**config.mk**
```make
export PLATFORM = sky130hd
export DESIGN_NAME = sc_reg_counter_mode
export DESIGN_NICKNAME = d
export VERILOG_FILES = /design/src/rtl/sc_reg_counter_pkg.sv /design/src/rtl/sc_reg_counter_prescaler.sv /design/src/rtl/sc_reg_counter_mode.sv
export SDC_FILE = /design/constraint.sdc
export NUM_CORES = 1
export LEC_CHECK = 0
export ABC_AREA = 1
export CELL_PAD_IN_SITES_DETAIL_PLACEMENT = 0
export CELL_PAD_IN_SITES_GLOBAL_PLACEMENT = 2
export CORE_MARGIN = 3
export CORE_UTILIZATION = 31
export DETAILED_ROUTE_END_ITERATION = 10
export DONT_BUFFER_PORTS = 1
export PLACE_DENSITY = 0.78
export SYNTH_ARGS = -nofsm -noshare
export SYNTH_HDL_FRONTEND = slang
export SYNTH_SLANG_ARGS = --single-unit
```
**constraint.sdc**
```tcl
create_clock -name SC_RegCOUNTER_CLOCK_50 -period 3.04 [get_ports SC_RegCOUNTER_CLOCK_50]
set_input_delay 0.304 -clock SC_RegCOUNTER_CLOCK_50 [delete_from_list [all_inputs] [get_ports SC_RegCOUNTER_CLOCK_50]]
set_output_delay 0.304 -clock SC_RegCOUNTER_CLOCK_50 [all_outputs]
set_load 0.02 [all_outputs]
```
**src/rtl/sc_reg_counter_pkg.sv**
```systemverilog
// Shared constants for the mode-selectable up/down counter.
// Saturation mode codes and default geometry.
package sc_reg_counter_pkg;

  localparam int MODE_WRAP    = 0;
  localparam int MODE_SAT     = 1;
  localparam int DEF_WIDTH    = 4;
  localparam int DEF_PRESCALE = 1;

endpackage

```
**src/rtl/sc_reg_counter_prescaler.sv**
```systemverilog
// Modulo-PRESCALE cycle counter producing the count-enable tick.
// Tick is suppressed while the counter is being cleared or loaded.
module sc_reg_counter_prescaler
  import sc_reg_counter_pkg::*;
#(
  parameter int PRESCALE = DEF_PRESCALE
) (
  input  logic i_clk,
  input  logic i_rst_n,
  input  logic i_clear,
  output logic o_tick
);

  localparam int PW = (PRESCALE > 1) ? $clog2(PRESCALE) : 1;
  localparam logic [PW-1:0] LAST = PW'(PRESCALE - 1);

  logic [PW-1:0] r_cnt;
  logic          w_last;

  assign w_last = (r_cnt == LAST);
  assign o_tick = w_last & ~i_clear;

  // Free-running divider, restarted by clear/load.
  always_ff @(posedge i_clk or negedge i_rst_n) begin
    if (!i_rst_n) begin
      r_cnt <= '0;
    end else if (i_clear || w_last) begin
      r_cnt <= '0;
    end else begin
      r_cnt <= r_cnt + 1'b1;
    end
  end

endmodule

```
**src/rtl/sc_reg_counter_mode.sv**
```systemverilog
// Up/down counter with clear, load, prescaled stepping and
// a one-cycle terminal-count flag; wraps or saturates by parameter.
module sc_reg_counter_mode
  import sc_reg_counter_pkg::*;
#(
  parameter int RegCOUNTER_DATAWIDTH = DEF_WIDTH,
  parameter int RegCOUNTER_PRESCALE  = DEF_PRESCALE,
  parameter int RegCOUNTER_SATURATE  = MODE_WRAP
) (
  input  logic                            SC_RegCOUNTER_CLOCK_50,
  input  logic                            SC_RegCOUNTER_RESET_InLow,
  input  logic                            SC_RegCOUNTER_clear_InLow,
  input  logic                            SC_RegCOUNTER_load_InLow,
  input  logic                            SC_RegCOUNTER_upcount_InLow,
  input  logic                            SC_RegCOUNTER_downcount_InLow,
  input  logic [RegCOUNTER_DATAWIDTH-1:0] SC_RegCOUNTER_data_InBUS,
  output logic [RegCOUNTER_DATAWIDTH-1:0] SC_RegCOUNTER_data_OutBUS,
  output logic                            SC_RegCOUNTER_tc_OutHigh,
  output logic                            SC_RegCOUNTER_tick_OutHigh
);

  localparam int W = RegCOUNTER_DATAWIDTH;
  localparam logic [W-1:0] ALL1 = '1;
  localparam bit SAT = (RegCOUNTER_SATURATE == MODE_SAT);

  logic [W-1:0] r_count;
  logic         r_tc;
  logic [W-1:0] w_count_nxt;
  logic         w_tc_nxt;
  logic         w_clear;
  logic         w_load;
  logic         w_up;
  logic         w_dn;
  logic         w_tick;

  // Clear outranks load; up/down only count when exclusive.
  assign w_clear = ~SC_RegCOUNTER_clear_InLow;
  assign w_load  = ~SC_RegCOUNTER_load_InLow & SC_RegCOUNTER_clear_InLow;
  assign w_up    = w_tick & ~SC_RegCOUNTER_upcount_InLow
                 & SC_RegCOUNTER_downcount_InLow;
  assign w_dn    = w_tick & ~SC_RegCOUNTER_downcount_InLow
                 & SC_RegCOUNTER_upcount_InLow;

  sc_reg_counter_prescaler #(
    .PRESCALE (RegCOUNTER_PRESCALE)
  ) u_presc (
    .i_clk   (SC_RegCOUNTER_CLOCK_50),
    .i_rst_n (SC_RegCOUNTER_RESET_InLow),
    .i_clear (w_clear | w_load),
    .o_tick  (w_tick)
  );

  // Next count and terminal-count flag.
  always_comb begin
    w_count_nxt = r_count;
    w_tc_nxt    = 1'b0;
    unique case (1'b1)
      w_clear: w_count_nxt = '0;
      w_load:  w_count_nxt = SC_RegCOUNTER_data_InBUS;
      w_up: begin
        if (r_count == ALL1) begin
          w_tc_nxt    = 1'b1;
          w_count_nxt = SAT ? ALL1 : '0;
        end else begin
          w_count_nxt = r_count + 1'b1;
        end
      end
      w_dn: begin
        if (r_count == '0) begin
          w_tc_nxt    = 1'b1;
          w_count_nxt = SAT ? '0 : ALL1;
        end else begin
          w_count_nxt = r_count - 1'b1;
        end
      end
      default: ;
    endcase
  end

  // Count and tc state register.
  always_ff @(posedge SC_RegCOUNTER_CLOCK_50
              or negedge SC_RegCOUNTER_RESET_InLow) begin
    if (!SC_RegCOUNTER_RESET_InLow) begin
      r_count <= '0;
      r_tc    <= 1'b0;
    end else begin
      r_count <= w_count_nxt;
      r_tc    <= w_tc_nxt;
    end
  end

  assign SC_RegCOUNTER_data_OutBUS  = r_count;
  assign SC_RegCOUNTER_tc_OutHigh   = r_tc;
  assign SC_RegCOUNTER_tick_OutHigh = w_tick;

endmodule

```
==> qor.csv, run 1 <==
stage,metric,value,unit
clocking,Max H-tree Level,1,
route,DR iter-0 viols,4,
sta,Max Clk Rate,668,MHz
global_route,largest net degree at the start of global routing,10,
clocking,clk buf depth,2,
sta,setup TNS,0,ns
sta,setup violators final,0,
route,DR DRC count,0,
placement,dpl hpwl,924,µm
global_route,first-pass GRT wire length,1.92,mm
route,WL/cell,12.8,µm
final_layout,# fillers,156,
final_layout,multi-input logic area,264,µm²
final_layout,sequential cell area,150,µm²
yosys,Synth Area in XOR/XNOR,0.0191,
route,via count,432,
sta,Fin. Hold Viols,0,
sta,Tmin final,1.50,ns
clocking,post_cts resized,0,
clocking,clock sink count,6,
sta,final period utilization,0.493,
critical_path,Worst setup EP type,flip-flop,
global_route,initial antenna violation count,0,
yosys,synthesized flop and latch total,6,
yosys,multiplexer share of the synthesized area,0,
status,outcome,finished clean,
clocking,total CTS buffers,3,
yosys,post-synthesis compound-gate area fraction,0.0627,
critical_path,CP Max Fanout,7,
clocking,"Hold-fix buffers, CTS",1,
final_layout,area grow syn2layout,9.54,%
floorplanning,Die Height,44.5,µm
critical_path,CP Cell Sequence,"ha_1, nand2_1, nor2_1, nor2_1, o21ai_0, nand3_1",
sta,Worst Slack Setup Final,1.54,ns
floorplanning,num rows,13,
final_layout,post-layout net count,86,
yosys,Synth Cell Area,459,µm²
floorplanning,Core Area,0.00135,mm²
placement,Setup WS pre-CTS,1.53,ns
yosys,Mean Syn Cell Area,6.65,µm²
sta,"Slew Viols, Final",0,
yosys,Post-Synth Simple-Gate Area,0.431,
floorplanning,initial core utilization,0.340,
global_route,overflow left after global routing,0,
critical_path,"delay-heaviest family, CP",flip-flops,
critical_path,Critical Path Max Stage Delay,0.58,ns
yosys,Cells after Synth,69,
global_route,vias in the first global route,462,
sta,final hold slack,0.211,ns
route,DRT antenna net count,0,
power,power density cells,421,mW/mm²
critical_path,Setup crit start kind,flip-flop,
final_layout,layout cells sized above 1,0.0972,
clocking,CTS tree,yes,
power,worst vdd ir,239,µV
clocking,CTS root buffer,clkbuf_4,
yosys,largest family of logic cells by synthesized area,simple AND/OR/NAND/NOR gates,
floorplanning,Die Area,0.00198,mm²
yosys,synth unique cells,17,
placement,GP Congestion,0.711,
yosys,register area share after synthesis,0.327,
global_route,total track usage,0.133,
critical_path,CP max-delay cell,dfrtp_1,
clocking,post-CTS setup buffers,0,
final_layout,final core occ,0.373,
yosys,syn_nets,81,
sta,unrepaired setup endpoints after global routing,false,
hold_path,Worst Hold Class,input pin to flip-flop,
floorplanning,IO Count,16,
job,Max-Cap Viols,0,
clocking,"Reg clk slew, reported paths",0.05,ns
critical_path,critical path class,flip-flop to flip-flop,
route,vias per cell,4.97,
sta,Fin Clk Skew,0.00491,ns
critical_path,CP Data Required Time,3.16,ns
route,DRT Wirelength,1.11,mm
critical_path,worst path buffer plus inverter count,0,
critical_path,Most common cell on crit path,nor2_1,
route,Detailed Routing Iterations Pass 1,2,
clocking,worst skew pair latency,0.24,ns
floorplanning,chip width,44.5,µm
yosys,synth warn,0,
yosys,Synth Area in Adders,0.0545,
power,leak pwr,0.000259,µW
final_layout,n_diodes,0,
placement,Port Buf Inserts,0,
critical_path,"Data arrival, critical path",1.62,ns
Yosys cell counts:
cell type	instances	area share
xnor2_1	1	0.019
nor3_1	1	0.011
or2_0	1	0.014
inv_1	10	0.082
nor2_1	12	0.098
a31o_2	1	0.019
a21oi_1	1	0.011
nor2_4	1	0.025
ha_1	2	0.054
nand4_1	3	0.041
nand2_2	2	0.027
o21ai_0	3	0.033
dfrtp_1	6	0.33
nand2_1	13	0.11
nand3_1	10	0.11
buf_4	1	0.016
conb_1	1	0.0082
cell type report:
cell class,instances,area share
Multi-Input combinational cell,52,0.525
Tap cell,15,0.0373
Sequential cell,6,0.299
Inverter,10,0.0746
Clock buffer,3,0.0448
Timing Repair Buffer,1,0.0199
path summary, 6_finish.rpt:
path                                         startpoint                            to  slack (ns)  depth (start not counted)
max reg2reg                SC_RegCOUNTER_data_OutBUS[1]  SC_RegCOUNTER_data_OutBUS[0]        1.54                          6
max                        SC_RegCOUNTER_data_OutBUS[1]  SC_RegCOUNTER_data_OutBUS[0]        1.54                          6
min in group asynchronous     SC_RegCOUNTER_RESET_InLow  SC_RegCOUNTER_data_OutBUS[3]        0.37                          1
min reg2reg                               u_presc.r_cnt  SC_RegCOUNTER_data_OutBUS[1]        0.69                          3
max in group asynchronous     SC_RegCOUNTER_RESET_InLow                 u_presc.r_cnt        2.46                          1
min                         SC_RegCOUNTER_data_InBUS[0]  SC_RegCOUNTER_data_OutBUS[0]        0.21                          2
per-stage QoR:
step / total power, µW / instance area [µm²] / cells
after floorplan: 131 / 459 / 69
after global placement: 139 / 470 / 83
after detailed placement: 139 / 470 / 83
after CTS: 216 / 503 / 87
after global routing: 226 / 503 / 87
final: 212 / 503 / 87
registers in the layout (all words and copies together) (netlist names):
register / flops
SC_RegCOUNTER_data_OutBUS: 4
SC_RegCOUNTER_tc_OutHigh: 1
u_presc.r_cnt: 1
cells in the final DEF, fill, tap and decap left out:
cell type	count
nand2_1	13
nor2_1	12
inv_1	10
nand3_1	10
dfrtp_1	6
o21ai_0	3
nand4_1	3
clkbuf_4	3
nand2_2	2
ha_1	2
nor2_4	1
a31o_2	1
or2_0	1
a21oi_1	1
nor3_1	1
xnor2_1	1
dlygate4sd3_1	1
conb_1	1
power by group:
part | internal, µW | switching, µW | total [µW]
combinational | 14.7 | 22.5 | 37.2
sequential | 85.3 | 16.6 | 102
clock | 44.6 | 28.0 | 72.6
logic make-up (layout without fill, tap and decap cells):
logic type,Yosys count,count (layout)
AND/OR/NAND/NOR,43,43
buffers and inverters,11,14
flip-flops,6,6
AO/OA/AOI/OAI,5,5
adder cells (fa/ha/maj),2,2
other,1,1
XOR/XNOR,1,1
metal layers:
layer | part of all wire | track usage | vias to the layer above
met5 | 0 | 0 | -
met4 | 0 | 0.0361 | 0
met3 | 0.065 | 0.0528 | 0
met2 | 0.50 | 0.212 | 13
met1 | 0.43 | 0.165 | 194
li1 | - | - | 225
worst register-to-register path: stages (launching register included):
cell	delay (ns)
dfrtp_1	0.58
ha_1	0.25
nand2_1	0.08
nor2_1	0.17
nor2_1	0.08
o21ai_0	0.14
nand3_1	0.08
(Power assumes the default switching activity.)
==> run 2: changes to the inputs <==
CORE_UTILIZATION = 26   (was 31)
PLACE_DENSITY = 0.71   (was 0.78)
clock period = 1.23 ns   (was 3.04 ns; I/O delays follow)
==> run 2 against run 1 <==
Against the previous run: global-route usage up 0.19 points; combinational power rose to 5.6 times the previous value; sequential share of layout area down 6.7 points; critical endpoint unchanged; die area up 17%; worst hold slack worse by 0.20 ns; register-to-register slack worse by 1.5 ns; maximum frequency up 26%; core utilization up 4.6 points; clock skew up 0.0093 ns; cell count up 17%; via count up 9.0%; flip-flop and latch count unchanged.
==> qor.csv, run 2 (same netlist as run 1, synthesis figures left out) <==
stage,metric,value,unit
hold_path,Hold Startpoint,SC_RegCOUNTER_data_InBUS[1],
hold_path,hold endpoint,SC_RegCOUNTER_data_OutBUS[1],
final_layout,layout cells sized above 1,0.372,
clocking,CTS tree,yes,
clocking,worst skew pair latency,0.25,ns
placement,dpl hpwl,1.05,mm
route,DR DRC count,0,
global_route,total track usage,0.135,
floorplanning,num rows,14,
final_layout,max reg flops,4,
route,Detailed Routing Iterations Pass 1,4,
placement,DP Area,564,µm²
placement,Setup WS pre-CTS,-0.0157,ns
route,DR iter-0 viols,3,
floorplanning,chip width,48.0,µm
critical_path,CP Cell Sequence,"ha_2, nand2_2, nor2_4, nor2_1, o21ai_1, nand3_1",
clocking,"Reg clk slew, reported paths",0.06,ns
hold_path,hold path cells,2,
sta,unrepaired setup endpoints after global routing,true,
route,via count,471,
sta,Max Clk Rate,843,MHz
placement,Placed Cells,96,
critical_path,CP Data Required Time,1.37,ns
route,DRT Wirelength,1.29,mm
final_layout,post-layout net count,99,
route,metal3 WL,59,µm
clocking,clock sink count,6,
global_route,initial antenna violation count,0,
route,wire length on met2,632,µm
sta,setup TNS,0,ns
critical_path,critical path class,flip-flop to flip-flop,
placement,Port Buf Inserts,0,
global_route,first-pass GRT wire length,2.06,mm
critical_path,R2R depth,6,
hold_path,Worst Hold Class,input pin to flip-flop,
floorplanning,initial core utilization,0.291,
global_route,largest net degree at the start of global routing,7,
global_route,vias in the first global route,467,
final_layout,"most common cell after layout, fill and taps aside",buf_4,
floorplanning,Die Height,48.0,µm
status,outcome,finished clean,
final_layout,final instance area,661,µm²
clocking,clk buf depth,2,
floorplanning,IO Count,16,
final_layout,final core occ,0.419,
clocking,Max H-tree Level,1,
sta,final period utilization,0.964,
sta,Worst Slack Setup Final,0.0443,ns
critical_path,Critical Path Max Stage Delay,0.39,ns
route,vias per cell,4.62,
final_layout,n_diodes,0,
job,Max-Cap Viols,0,
sta,Fin. Hold Viols,0,
route,WL/cell,12.7,µm
critical_path,R2R Setup Slk,0.04,ns
final_layout,most frequent cells in the layout,"buf_4 (12), nand2_1 (11), nand3_1 (10), nor2_1 (9), inv_1 (7)",
sta,Fin Clk Skew,0.0142,ns
final_layout,area grow syn2layout,43.9,%
critical_path,Critical R2R Capture,SC_RegCOUNTER_data_OutBUS[0],
clocking,total CTS buffers,3,
critical_path,Setup crit start kind,flip-flop,
final_layout,Layout Cells excl Fill,102,
floorplanning,Core Area,0.00158,mm²
power,worst vdd ir,550,µV
sta,setup violators final,0,
power,leak pwr,0.000328,µW
power,power density cells,964,mW/mm²
floorplanning,Die Area,0.00231,mm²
route,Met1 Wirelength,599,µm
clocking,CTS root buffer,clkbuf_4,
route,DRT antenna net count,0,
critical_path,"Data arrival, critical path",1.32,ns
sta,Tmin final,1.19,ns
critical_path,CP Max Fanout,4,
global_route,overflow left after global routing,0,
sta,"Slew Viols, Final",0,
critical_path,CP max-delay cell,dfrtp_2,
route,top layer in use,met3,
placement,GP Congestion,0.736,
critical_path,Worst setup EP type,flip-flop,
critical_path,Reg2Reg Launch Point,SC_RegCOUNTER_data_OutBUS[0],
[run 2: critical path, delay by kind of cell (launching register included)]
family / cells / cell delay [ns]
flip-flops: 1 / 0.39
AND/OR/NAND/NOR: 4 / 0.36
AO/OA/AOI/OAI: 1 / 0.12
adder cells (fa/ha/maj): 1 / 0.20
[run 2: layer usage]
layer,global-route usage,vias up
li1,-,256
met1,0.177,199
met2,0.206,16
met3,0.0226,0
met4,0.0806,0
met5,0,-
[run 2: worst max-delay path by stage]
stage | startpoint | to | slack [ns] | cells after the start
after floorplan | SC_RegCOUNTER_data_OutBUS[0] | SC_RegCOUNTER_data_OutBUS[0] | 0.01 | 8
after global placement | SC_RegCOUNTER_data_OutBUS[0] | SC_RegCOUNTER_data_OutBUS[0] | -0.02 | 6
after detailed placement | SC_RegCOUNTER_data_OutBUS[0] | SC_RegCOUNTER_data_OutBUS[0] | -0.02 | 6
after CTS | SC_RegCOUNTER_data_OutBUS[0] | SC_RegCOUNTER_data_OutBUS[2] | -0.01 | 6
after global routing | SC_RegCOUNTER_data_OutBUS[0] | SC_RegCOUNTER_data_OutBUS[0] | -0.01 | 6
final | SC_RegCOUNTER_data_OutBUS[0] | SC_RegCOUNTER_data_OutBUS[0] | 0.04 | 6
[run 2: where the power goes]
| part | internal, µW | switching [µW] | total, µW |
|---|---|---|---|
| sequential | 212 | 16.4 | 229 |
| clock | 123 | 78.3 | 202 |
| combinational | 93.7 | 113 | 207 |
[run 2: what timing repair did]
item,CTS,global route
pin swaps,0,5
setup buffers,0,0
endpoints found under the hold margin,6,1
hold buffers,1,1
gates resized for setup,2,13
endpoints found under the setup margin,3,4
[run 2: cell type report]
| class | instances | area [µm²] |
|---|---|---|
| multi-input combinational | 52 | 314 |
| timing repair buffer | 14 | 110 |
| clock buffer | 4 | 26.3 |
| tap | 16 | 20.0 |
| inverter | 10 | 37.5 |
| fill | 190 | 916 |
| sequential | 6 | 153 |
[run 2: metrics by stage]
step	hold slack (ns)	total power (µW)
6_report	0.0145	637
5_1_grt	0.0174	678
4_1_cts	0.00526	610
3_5_place_dp	-0.172	393
3_3_place_gp	-0.172	394
2_1_floorplan	-0.173	326
==> run 3: changes to the inputs <==
CORE_ASPECT_RATIO = 0.75   (was not set)
==> run 3 against run 2 <==
Against the previous run: wire length is 3.2% lower; flip-flop and latch count stayed put; count of clock-buffer cells in the layout stayed put; critical path depth is the same; power down 3.6%; die area increased by 0.23%; critical endpoint is now SC_RegCOUNTER_data_OutBUS[2]; largest cell class unchanged; highest routed layer unchanged.
==> qor.csv, run 3 (same netlist as run 1, synthesis figures left out) <==
stage,metric,value,unit
clocking,total CTS buffers,3,
critical_path,CP Cell Sequence,"inv_2, ha_4, xnor2_1, o21ai_1, nor2_1, nand2_1",
critical_path,worst path buffer plus inverter count,1,
final_layout,Layout Cells excl Fill,104,
global_route,vias in the first global route,453,
critical_path,"delay-heaviest family, CP",flip-flops,
floorplanning,Die Area,0.00231,mm²
critical_path,critical path class,flip-flop to flip-flop,
floorplanning,IO Count,16,
critical_path,Critical Path Max Stage Delay,0.45,ns
global_route,first-pass GRT wire length,2.05,mm
clocking,clock sink count,6,
placement,Port Buf Inserts,0,
critical_path,CP max-delay cell,dfrtp_2,
route,DRT Wirelength,1.25,mm
final_layout,max reg flops,4,
final_layout,area grow syn2layout,38.4,%
route,DRT antenna net count,0,
placement,dpl hpwl,1.01,mm
critical_path,Critical R2R Capture,SC_RegCOUNTER_data_OutBUS[2],
floorplanning,num rows,12,
floorplanning,Die Height,42.4,µm
critical_path,R2R depth,6,
critical_path,R2R Setup Slk,0.001,ns
route,vias per cell,4.39,
global_route,initial antenna violation count,0,
sta,Max Clk Rate,814,MHz
critical_path,Worst Setup EP,SC_RegCOUNTER_data_OutBUS[2],
sta,Fin Clk Skew,0.0136,ns
route,DR DRC count,0,
sta,Fin. Hold Viols,0,
sta,setup TNS,0,ns
sta,unrepaired setup endpoints after global routing,true,
sta,setup violators final,0,
final_layout,# fillers,179,
power,leak pwr,0.000306,µW
job,Max-Cap Viols,0,
critical_path,Setup crit start kind,flip-flop,
final_layout,n_diodes,0,
clocking,CTS tree,yes,
clocking,worst skew pair latency,0.25,ns
status,outcome,finished clean,
floorplanning,initial core utilization,0.291,
hold_path,Worst Hold Class,input pin to flip-flop,
placement,Placed Cells,96,
placement,GP Congestion,0.825,
critical_path,CP Data Required Time,1.35,ns
global_route,largest net degree at the start of global routing,7,
sta,Tmin final,1.23,ns
route,Detailed Routing Iterations Pass 1,2,
final_layout,most frequent cells in the layout,"nand2_1 (12), nand3_1 (10), buf_4 (10), nor2_1 (9), inv_1 (7)",
global_route,overflow left after global routing,0,
clocking,Max H-tree Level,1,
final_layout,layout cells sized above 1,0.349,
critical_path,Stages on worst setup path,6,
clocking,clk buf depth,2,
critical_path,Worst setup EP type,flip-flop,
route,via count,457,
power,power density cells,966,mW/mm²
critical_path,CP Max Fanout,4,
route,WL/cell,12.0,µm
final_layout,"most common cell after layout, fill and taps aside",nand2_1,
floorplanning,chip width,54.5,µm
critical_path,"Data arrival, critical path",1.35,ns
route,DR iter-0 viols,4,
floorplanning,Core Area,0.00158,mm²
sta,final period utilization,0.999,
global_route,total track usage,0.124,
clocking,"Reg clk slew, reported paths",0.05,ns
final_layout,post-layout net count,96,
clocking,CTS root buffer,clkbuf_4,
power,worst vdd ir,824,µV
critical_path,Critical path origin,SC_RegCOUNTER_data_OutBUS[1],
sta,"Slew Viols, Final",0,
critical_path,Reg2Reg Launch Point,SC_RegCOUNTER_data_OutBUS[1],
==> run 3: power by group <==
| part | switching [µW] | leakage [µW] | internal (µW) |
|---|---|---|---|
| clock | 75.3 | 0.0000150 | 123 |
| sequential | 21.3 | 0.0000739 | 213 |
| combinational | 102 | 0.000217 | 80.0 |
| total | 198 | 0.000306 | 416 |
==> run 3: worst min-delay path by stage <==
stage / startpoint / depth (start not counted) / endpoint / slack, ns
CTS: SC_RegCOUNTER_data_InBUS[0] / 2 / SC_RegCOUNTER_data_OutBUS[0] / 0.03
detailed placement: SC_RegCOUNTER_RESET_InLow / 0 / SC_RegCOUNTER_data_OutBUS[3] / -0.17
global route: SC_RegCOUNTER_data_InBUS[1] / 2 / SC_RegCOUNTER_data_OutBUS[1] / 0.03
finish: SC_RegCOUNTER_data_InBUS[1] / 2 / SC_RegCOUNTER_data_OutBUS[1] / 0.03
floorplan: SC_RegCOUNTER_RESET_InLow / 0 / SC_RegCOUNTER_data_OutBUS[0] / -0.17
global placement: SC_RegCOUNTER_RESET_InLow / 0 / SC_RegCOUNTER_data_OutBUS[2] / -0.17
==> run 3: routing by layer <==
metal / share of wire / global-route usage
met5: 0 / 0
met4: 0 / 0.0299
met3: 0.064 / 0.0641
met2: 0.42 / 0.167
met1: 0.52 / 0.172
==> run 3: metrics by stage <==
stage	worst slack (ns)	area [µm²]	power, µW	hold WS (ns)	utilization
floorplan	0.0147	462	326	-0.173	-
global placement	-0.00436	533	374	-0.172	0.338
detailed placement	-0.00876	533	374	-0.172	0.338
CTS	0.00567	587	597	0.0278	0.372
global route	-0.0546	636	663	0.0260	0.403
finish	0.00103	636	614	0.0291	0.403
==> run 3: worst reg2reg max path, stage by stage, from the launching register on <==
cell     delay, ns
dfrtp_2       0.45
inv_2         0.09
ha_4          0.15
xnor2_1       0.11
o21ai_1       0.07
nor2_1        0.14
nand2_1       0.08
==> run 3: what timing repair did <==
| action | in CTS | in global routing |
|---|---|---|
| buffers inserted | 0 | 3 |
| setup endpoints to repair | 2 | 5 |
| hold endpoints to repair | 6 | 0 |
| pin swaps | 4 | 13 |
| hold buffers | 1 | 0 |
| resized for setup | 6 | 9 |
==> run 3: final cells by class <==
cell class                 instances  area [µm²]  area share
clock buffer                       4        26.3      0.0413
sequential                         6         154       0.242
timing repair buffer              11        85.1       0.134
multi-input combinational         52         304       0.478
tap                               21        26.3      0.0413
inverter                          10        40.0      0.0630
